[src/rtl/i2s_tx_serializer.sv]
// I2S transmit serializer: buffers mono samples in a small FIFO and plays each
// one as a 64-BCLK frame, with the same truncated word in the left and right
// 32-bit slots. Data is MSB first with the standard one-BCLK delay after an
// LRCLK edge. Bit clock, word select and data all come from flops.
module i2s_tx_serializer #(
  parameter int DATA_WIDTH = 32,
  parameter int OUT_WIDTH  = 24,
  parameter int BCLK_DIV   = 8,
  parameter int FIFO_DEPTH = 4
) (
  input  logic                          clk,
  input  logic                          reset,
  input  logic                          sample_valid,
  input  logic signed [DATA_WIDTH-1:0]  sample_in,
  output logic                          bclk,
  output logic                          lrclk,
  output logic                          sdata,
  output logic [$clog2(FIFO_DEPTH):0]   fifo_level,
  output logic                          overflow,
  output logic                          underrun
);

  localparam int DIV_W = $clog2(BCLK_DIV);
  localparam int PTR_W = $clog2(FIFO_DEPTH);
  localparam int LVL_W = PTR_W + 1;
  // Zero bits below the word inside a 32-bit slot vector.
  localparam int PAD   = 31 - OUT_WIDTH;

  localparam logic [DIV_W-1:0] DIV_LAST = DIV_W'(BCLK_DIV - 1);
  localparam logic [DIV_W-1:0] DIV_HALF = DIV_W'(BCLK_DIV / 2);
  localparam logic [LVL_W-1:0] LVL_FULL = LVL_W'(FIFO_DEPTH);

  // ---------------------------------------------------------------------------
  // State
  // ---------------------------------------------------------------------------
  logic [DIV_W-1:0]     div_cnt_q, div_cnt_d;
  logic [5:0]           bit_cnt_q, bit_cnt_d;
  logic                 bclk_q,    bclk_d;
  logic                 lrclk_q,   lrclk_d;
  logic                 sdata_q,   sdata_d;
  logic [OUT_WIDTH-1:0] word_q,    word_d;

  logic [OUT_WIDTH-1:0] fifo_mem [FIFO_DEPTH];
  logic [PTR_W-1:0]     wr_ptr_q,  wr_ptr_d;
  logic [PTR_W-1:0]     rd_ptr_q,  rd_ptr_d;
  logic [LVL_W-1:0]     level_q,   level_d;

  // ---------------------------------------------------------------------------
  // Control decode
  // ---------------------------------------------------------------------------
  logic                 bit_tick;
  logic                 frame_end;
  logic                 fifo_empty;
  logic                 fifo_full;
  logic                 do_pop;
  logic                 do_push;
  logic [OUT_WIDTH-1:0] push_word;
  logic [31:0]          slot_bits;
  logic [4:0]           slot_pos;

  assign bit_tick   = (div_cnt_q == DIV_LAST);
  // The 63 -> 0 advance is where a new frame begins and the FIFO is read.
  assign frame_end  = bit_tick && (bit_cnt_q == 6'd63);
  assign fifo_empty = (level_q == '0);
  assign fifo_full  = (level_q == LVL_FULL);
  assign do_pop     = frame_end && !fifo_empty;
  // A pop in the same cycle frees the slot a push into a full FIFO needs.
  assign do_push    = sample_valid && (!fifo_full || do_pop);
  // Truncate to the transmitted width on entry; only these bits are ever sent.
  assign push_word  = sample_in[DATA_WIDTH-1 -: OUT_WIDTH];

  // Event pulses are reported in the cycle the event happens; reset masks
  // them because it discards whatever state produced them.
  assign overflow   = !reset && sample_valid && !do_push;
  assign underrun   = !reset && frame_end && fifo_empty;

  // The LSBs below the transmitted width are intentionally dropped.
  generate
    if (DATA_WIDTH > OUT_WIDTH) begin : g_lsb_sink
      logic unused_lsbs;
      assign unused_lsbs = ^sample_in[DATA_WIDTH-OUT_WIDTH-1:0];
    end
  endgenerate

  // ---------------------------------------------------------------------------
  // Next-state logic: divider, bit counter, word latch and the serial bit.
  // ---------------------------------------------------------------------------
  // NOTE: every always_comb output gets a default first so no path can infer a latch.
  always_comb begin
    div_cnt_d = div_cnt_q + DIV_W'(1);
    bit_cnt_d = bit_cnt_q;
    word_d    = word_q;

    if (bit_tick) begin
      div_cnt_d = '0;
      bit_cnt_d = bit_cnt_q + 6'd1;
    end

    // The word is chosen once per frame; an empty FIFO yields a silent frame.
    if (frame_end) begin
      word_d = do_pop ? fifo_mem[rd_ptr_q] : '0;
    end

    bclk_d  = (div_cnt_d >= DIV_HALF);
    lrclk_d = bit_cnt_d[5];
  end

  // Serial bit for the upcoming slot position: slot bit s sits at position
  // 31-s of a 32-bit vector holding {0, word, padding zeros}, which gives the
  // one-BCLK MSB delay and zero padding without a range check.
  always_comb begin
    slot_pos  = bit_cnt_d[4:0];
    slot_bits = 32'(word_d) << PAD;
    sdata_d   = slot_bits[5'd31 - slot_pos];
  end

  // FIFO pointer and occupancy bookkeeping.
  always_comb begin
    wr_ptr_d = wr_ptr_q;
    rd_ptr_d = rd_ptr_q;
    if (do_push) wr_ptr_d = wr_ptr_q + PTR_W'(1);
    if (do_pop)  rd_ptr_d = rd_ptr_q + PTR_W'(1);
    level_d = level_q + LVL_W'(do_push) - LVL_W'(do_pop);
  end

  // ---------------------------------------------------------------------------
  // Registers
  // ---------------------------------------------------------------------------
  // Timing and output registers; reset aborts any frame in progress and
  // restarts at bit 63 so the first tick after release begins a frame.
  // NOTE: sequential state uses non-blocking assignments so every flop samples pre-edge values.
  always_ff @(posedge clk) begin
    if (reset) begin
      div_cnt_q <= '0;
      bit_cnt_q <= 6'd63;
      bclk_q    <= 1'b0;
      lrclk_q   <= 1'b0;
      sdata_q   <= 1'b0;
      word_q    <= '0;
      wr_ptr_q  <= '0;
      rd_ptr_q  <= '0;
      level_q   <= '0;
    end else begin
      div_cnt_q <= div_cnt_d;
      bit_cnt_q <= bit_cnt_d;
      bclk_q    <= bclk_d;
      lrclk_q   <= lrclk_d;
      sdata_q   <= sdata_d;
      word_q    <= word_d;
      wr_ptr_q  <= wr_ptr_d;
      rd_ptr_q  <= rd_ptr_d;
      level_q   <= level_d;
    end
  end

  // Sample storage write port.
  // NOTE: the storage array is not reset; emptiness is tracked by the level and pointers alone.
  always_ff @(posedge clk) begin
    if (!reset && do_push) begin
      fifo_mem[wr_ptr_q] <= push_word;
    end
  end

  assign bclk       = bclk_q;
  assign lrclk      = lrclk_q;
  assign sdata      = sdata_q;
  assign fifo_level = level_q;

endmodule

[config.mk]
export PLATFORM = sky130hd
export DESIGN_NAME = i2s_tx_serializer
export DESIGN_NICKNAME = d
export VERILOG_FILES = /design/src/rtl/i2s_tx_serializer.sv
export SDC_FILE = /design/constraint.sdc
export NUM_CORES = 1
export LEC_CHECK = 0
export BUFFER_PORTS_ARGS = -buffer_cell sky130_fd_sc_hd__clkbuf_2
export CAP_MARGIN = 0
export CORE_ASPECT_RATIO = 1.1
export CORE_MARGIN = 3
export CORE_UTILIZATION = 40
export CTS_CLUSTER_SIZE = 10
export DETAILED_ROUTE_END_ITERATION = 8
export HOLD_SLACK_MARGIN = 0.15
export PLACE_DENSITY = 0.58
export SYNTH_ARGS = -nofsm -noshare
export SYNTH_HDL_FRONTEND = slang
export SYNTH_SLANG_ARGS = --single-unit
[constraint.sdc]
create_clock -name clk -period 3.3 [get_ports clk]
set_input_delay 0.99 -clock clk [delete_from_list [all_inputs] [get_ports clk]]
set_output_delay 0.99 -clock clk [all_outputs]
set_load 0.02 [all_outputs]
==> results.yml <==
synth:
  synthTopCellsByCount: "edfxtp_1, dfxtp_1, nor2_1, mux4_2, a22oi_1"
  yosys_warnings: 0
  synth_edf_count: 96
  synth_area_leaders: "edfxtp_1, dfxtp_1, mux4_2"
  synthesis.area_um2: 5450
  avgSynthCellArea_um2: 16.5
  syn-instance-count: 330
  yosysTopAreaCellShare_pct: 52.9
  synth-seq-cells: 140
  yosys_most_used_dff: "edfxtp_1"
  yosys.area.top_type: "edfxtp_1"
  yosysMostFrequentCell: "edfxtp_1"
  syn-num-nets: 374
  yosysSeqAreaShare_pct: 69.1
  async_reset_ff_share_pct: 0
  synth_cell_types: 46
grt:
  antenna_found_initial: 0
  grt_pass1_wl_mm: 15.9
  grt-ovfl-total: 0
  grt_start_max_net_pins: 44
  grt_usage_pct: 14.4
  grt_pass1_vias: 3006
sta:
  relSlewSlack_pct: 57.1
  worst_slew_pin_slew_ns: 0.626
  fin_setup_tns_ns: 0
  hold_violations: 0
  skew_ns: 0.0101
  report.final.slew_viol_count: 0
  rsz0062_at_grt: "false"
  fin_crit_sh_pct: 88.0
  setup_viol: 0
  max_freq_mhz: 344
  hold_ws_ns: 0.434
  fin_crit_ns: 2.90
floorplan:
  rows: 44
  fp.dieW_um: 117
  core_um2: 13300
  io_pins: 43
  start_util_pct: 41.1
  die_h_um: 128
  die-area_um2: 15100
clock_network:
  clock-sinks: 140
  h-tree-depth: 4
  clk_path_buf_depth: 2
  clkTransAtPathRegs_ns: 0.06
  numCtsBuffers: 17
  clk_latency_ns: 0.41
  cts_tree: "built"
  root_buffer: "clkbuf_16"
  post-cts-setup-buffer-count: 0
  ctsHoldBuffers: 0
  cts-resized-gates: 0
worst_hold_path:
  holdPathEnd: "div_cnt_q[0]"
  hold_class: "reg -> reg"
  worstHoldPathCells: 1
  worstHoldStart: "div_cnt_q[0]"
detailed_routing:
  ant_nets: 0
  drt_pre_antenna_iters: 4
  avgViaCountPerCell: 5.09
  wirelength_mm: 9.93
  routedWlPerCell_um: 17.2
  vias: 2946
  drc: 0
  drt-initial-drc-count: 144
setup_path:
  rr_worst_depth: 8
  criticalPathCategory: "reg -> out"
  r2r-start: "bit_cnt_q[0]"
  crit_required_ns: 2.31
  crit_path_start_kind: "register"
  path_max_fanout: 5
  cp-end-kind: "output pin"
  cp.arrival_ns: 1.91
  timing.rr.end: "sdata"
  r2r_slack_ns: 0.61
cells_and_area:
  utilization_pct: 49.0
  seq_area_um2: 3760
  n_antenna_cell: 0
  drive_above_1_share_pct: 27.6
  fin_cells: 579
  area.growth.synth_to_final_pct: 19.4
  multi_input_area_um2: 1550
  fillerInstances: 1149
  fin_nets: 426
power:
  power.density_nw_per_um2: 657
  peakVddDrop_mv: 0.343
  leakage_uw: 0.00226
placement:
  numPortBuffers: 34
  placed_cells: 547
  gp_congestion: 0.796
  hpwl_mm: 6.43
run_status:
  status: "finished, final reports clean"
run:
  maxCapViolations: 0
[kinds of logic after synthesis]
kind of cell,synth area share [%]
mux,11.7
flops,69.1
simple gates,6.89
xor+xnor,2.07
fa+ha+maj,2.20
buf+inv,2.55
compound gates,5.49
[report_power, final]
part / total, uW / switching [uW] / internal [uW]
clock: 2020 / 678 / 1340
combinational: 251 / 147 / 104
sequential: 2000 / 35.6 / 1970
total: 4280 / 861 / 3410
[routing by layer]
| metal | vias up | track usage, % | wire length, um |
|---|---|---|---|
| li1 | 1383 | - | - |
| met1 | 1500 | 18.6 | 4410 |
| met2 | 56 | 22.4 | 4990 |
| met3 | 7 | 3.72 | 357 |
| met4 | 0 | 7.49 | 172 |
| met5 | - | 0 | 0 |
[state kept, by name, summed over array words and instances, names as in the netlist, named ones only]
signal,cells
rd_ptr_q,2
bit_cnt_q,6
fifo_level,3
fifo_mem,96
lrclk,1
wr_ptr_q,2
div_cnt_q,3
sdata,1
word_q,24
[metrics by stage]
stage | power, uW | worst slack (ns) | instance area [um2]
floorplan | 2190 | 0.336 | 5450
global placement | 2280 | 0.619 | 5860
detailed placement | 2300 | 0.616 | 5860
CTS | 4340 | 0.371 | 6500
global route | 4440 | 0.245 | 6500
finish | 4280 | 0.396 | 6500
[area by class of cell]
cell class                 count  area share [%]
clock buffer                  22            7.45
clock inverter                10            2.48
inverter                       4           0.231
multi-input combinational    169            23.8
sequential                   140            57.9
tap                          184            3.54
timing repair buffer          50            4.66
[critical path, stage by stage (launching register included)]
cell	delay [ns]
dfxtp_1	0.47
ha_1	0.23
and4_4	0.25
nand3_1	0.15
nor3b_1	0.22
clkbuf_2	0.20
[how the worst max path moves through the flow]
stage                       from  endpoint  slack [ns]
floorplan           div_cnt_q[2]  underrun        0.34
global placement    bit_cnt_q[0]     sdata        0.62
detailed placement  bit_cnt_q[0]     sdata        0.62
CTS                 bit_cnt_q[0]  underrun        0.37
global route        bit_cnt_q[0]  underrun        0.25
finish              bit_cnt_q[0]  underrun        0.40
[placed cells by master (no fill, tap or decap), types with 4 or more instances in the layout]
cell        n
nand2_1     9
clkbuf_16  17
dfxtp_1    44
inv_1       4
and2_1      5
a22oi_1    23
xnor2_1     6
xor2_1      5
nor2b_1     5
bufinv_16   4
nor2_1     35
clkbuf_8    4
nor3_1      6
ha_1        8
edfxtp_1   96
mux4_2     24
nand2b_1    6
buf_4      15
mux2i_1     6
clkbuf_2   34
No activity file was read; power rests on OpenSTA's default activity.
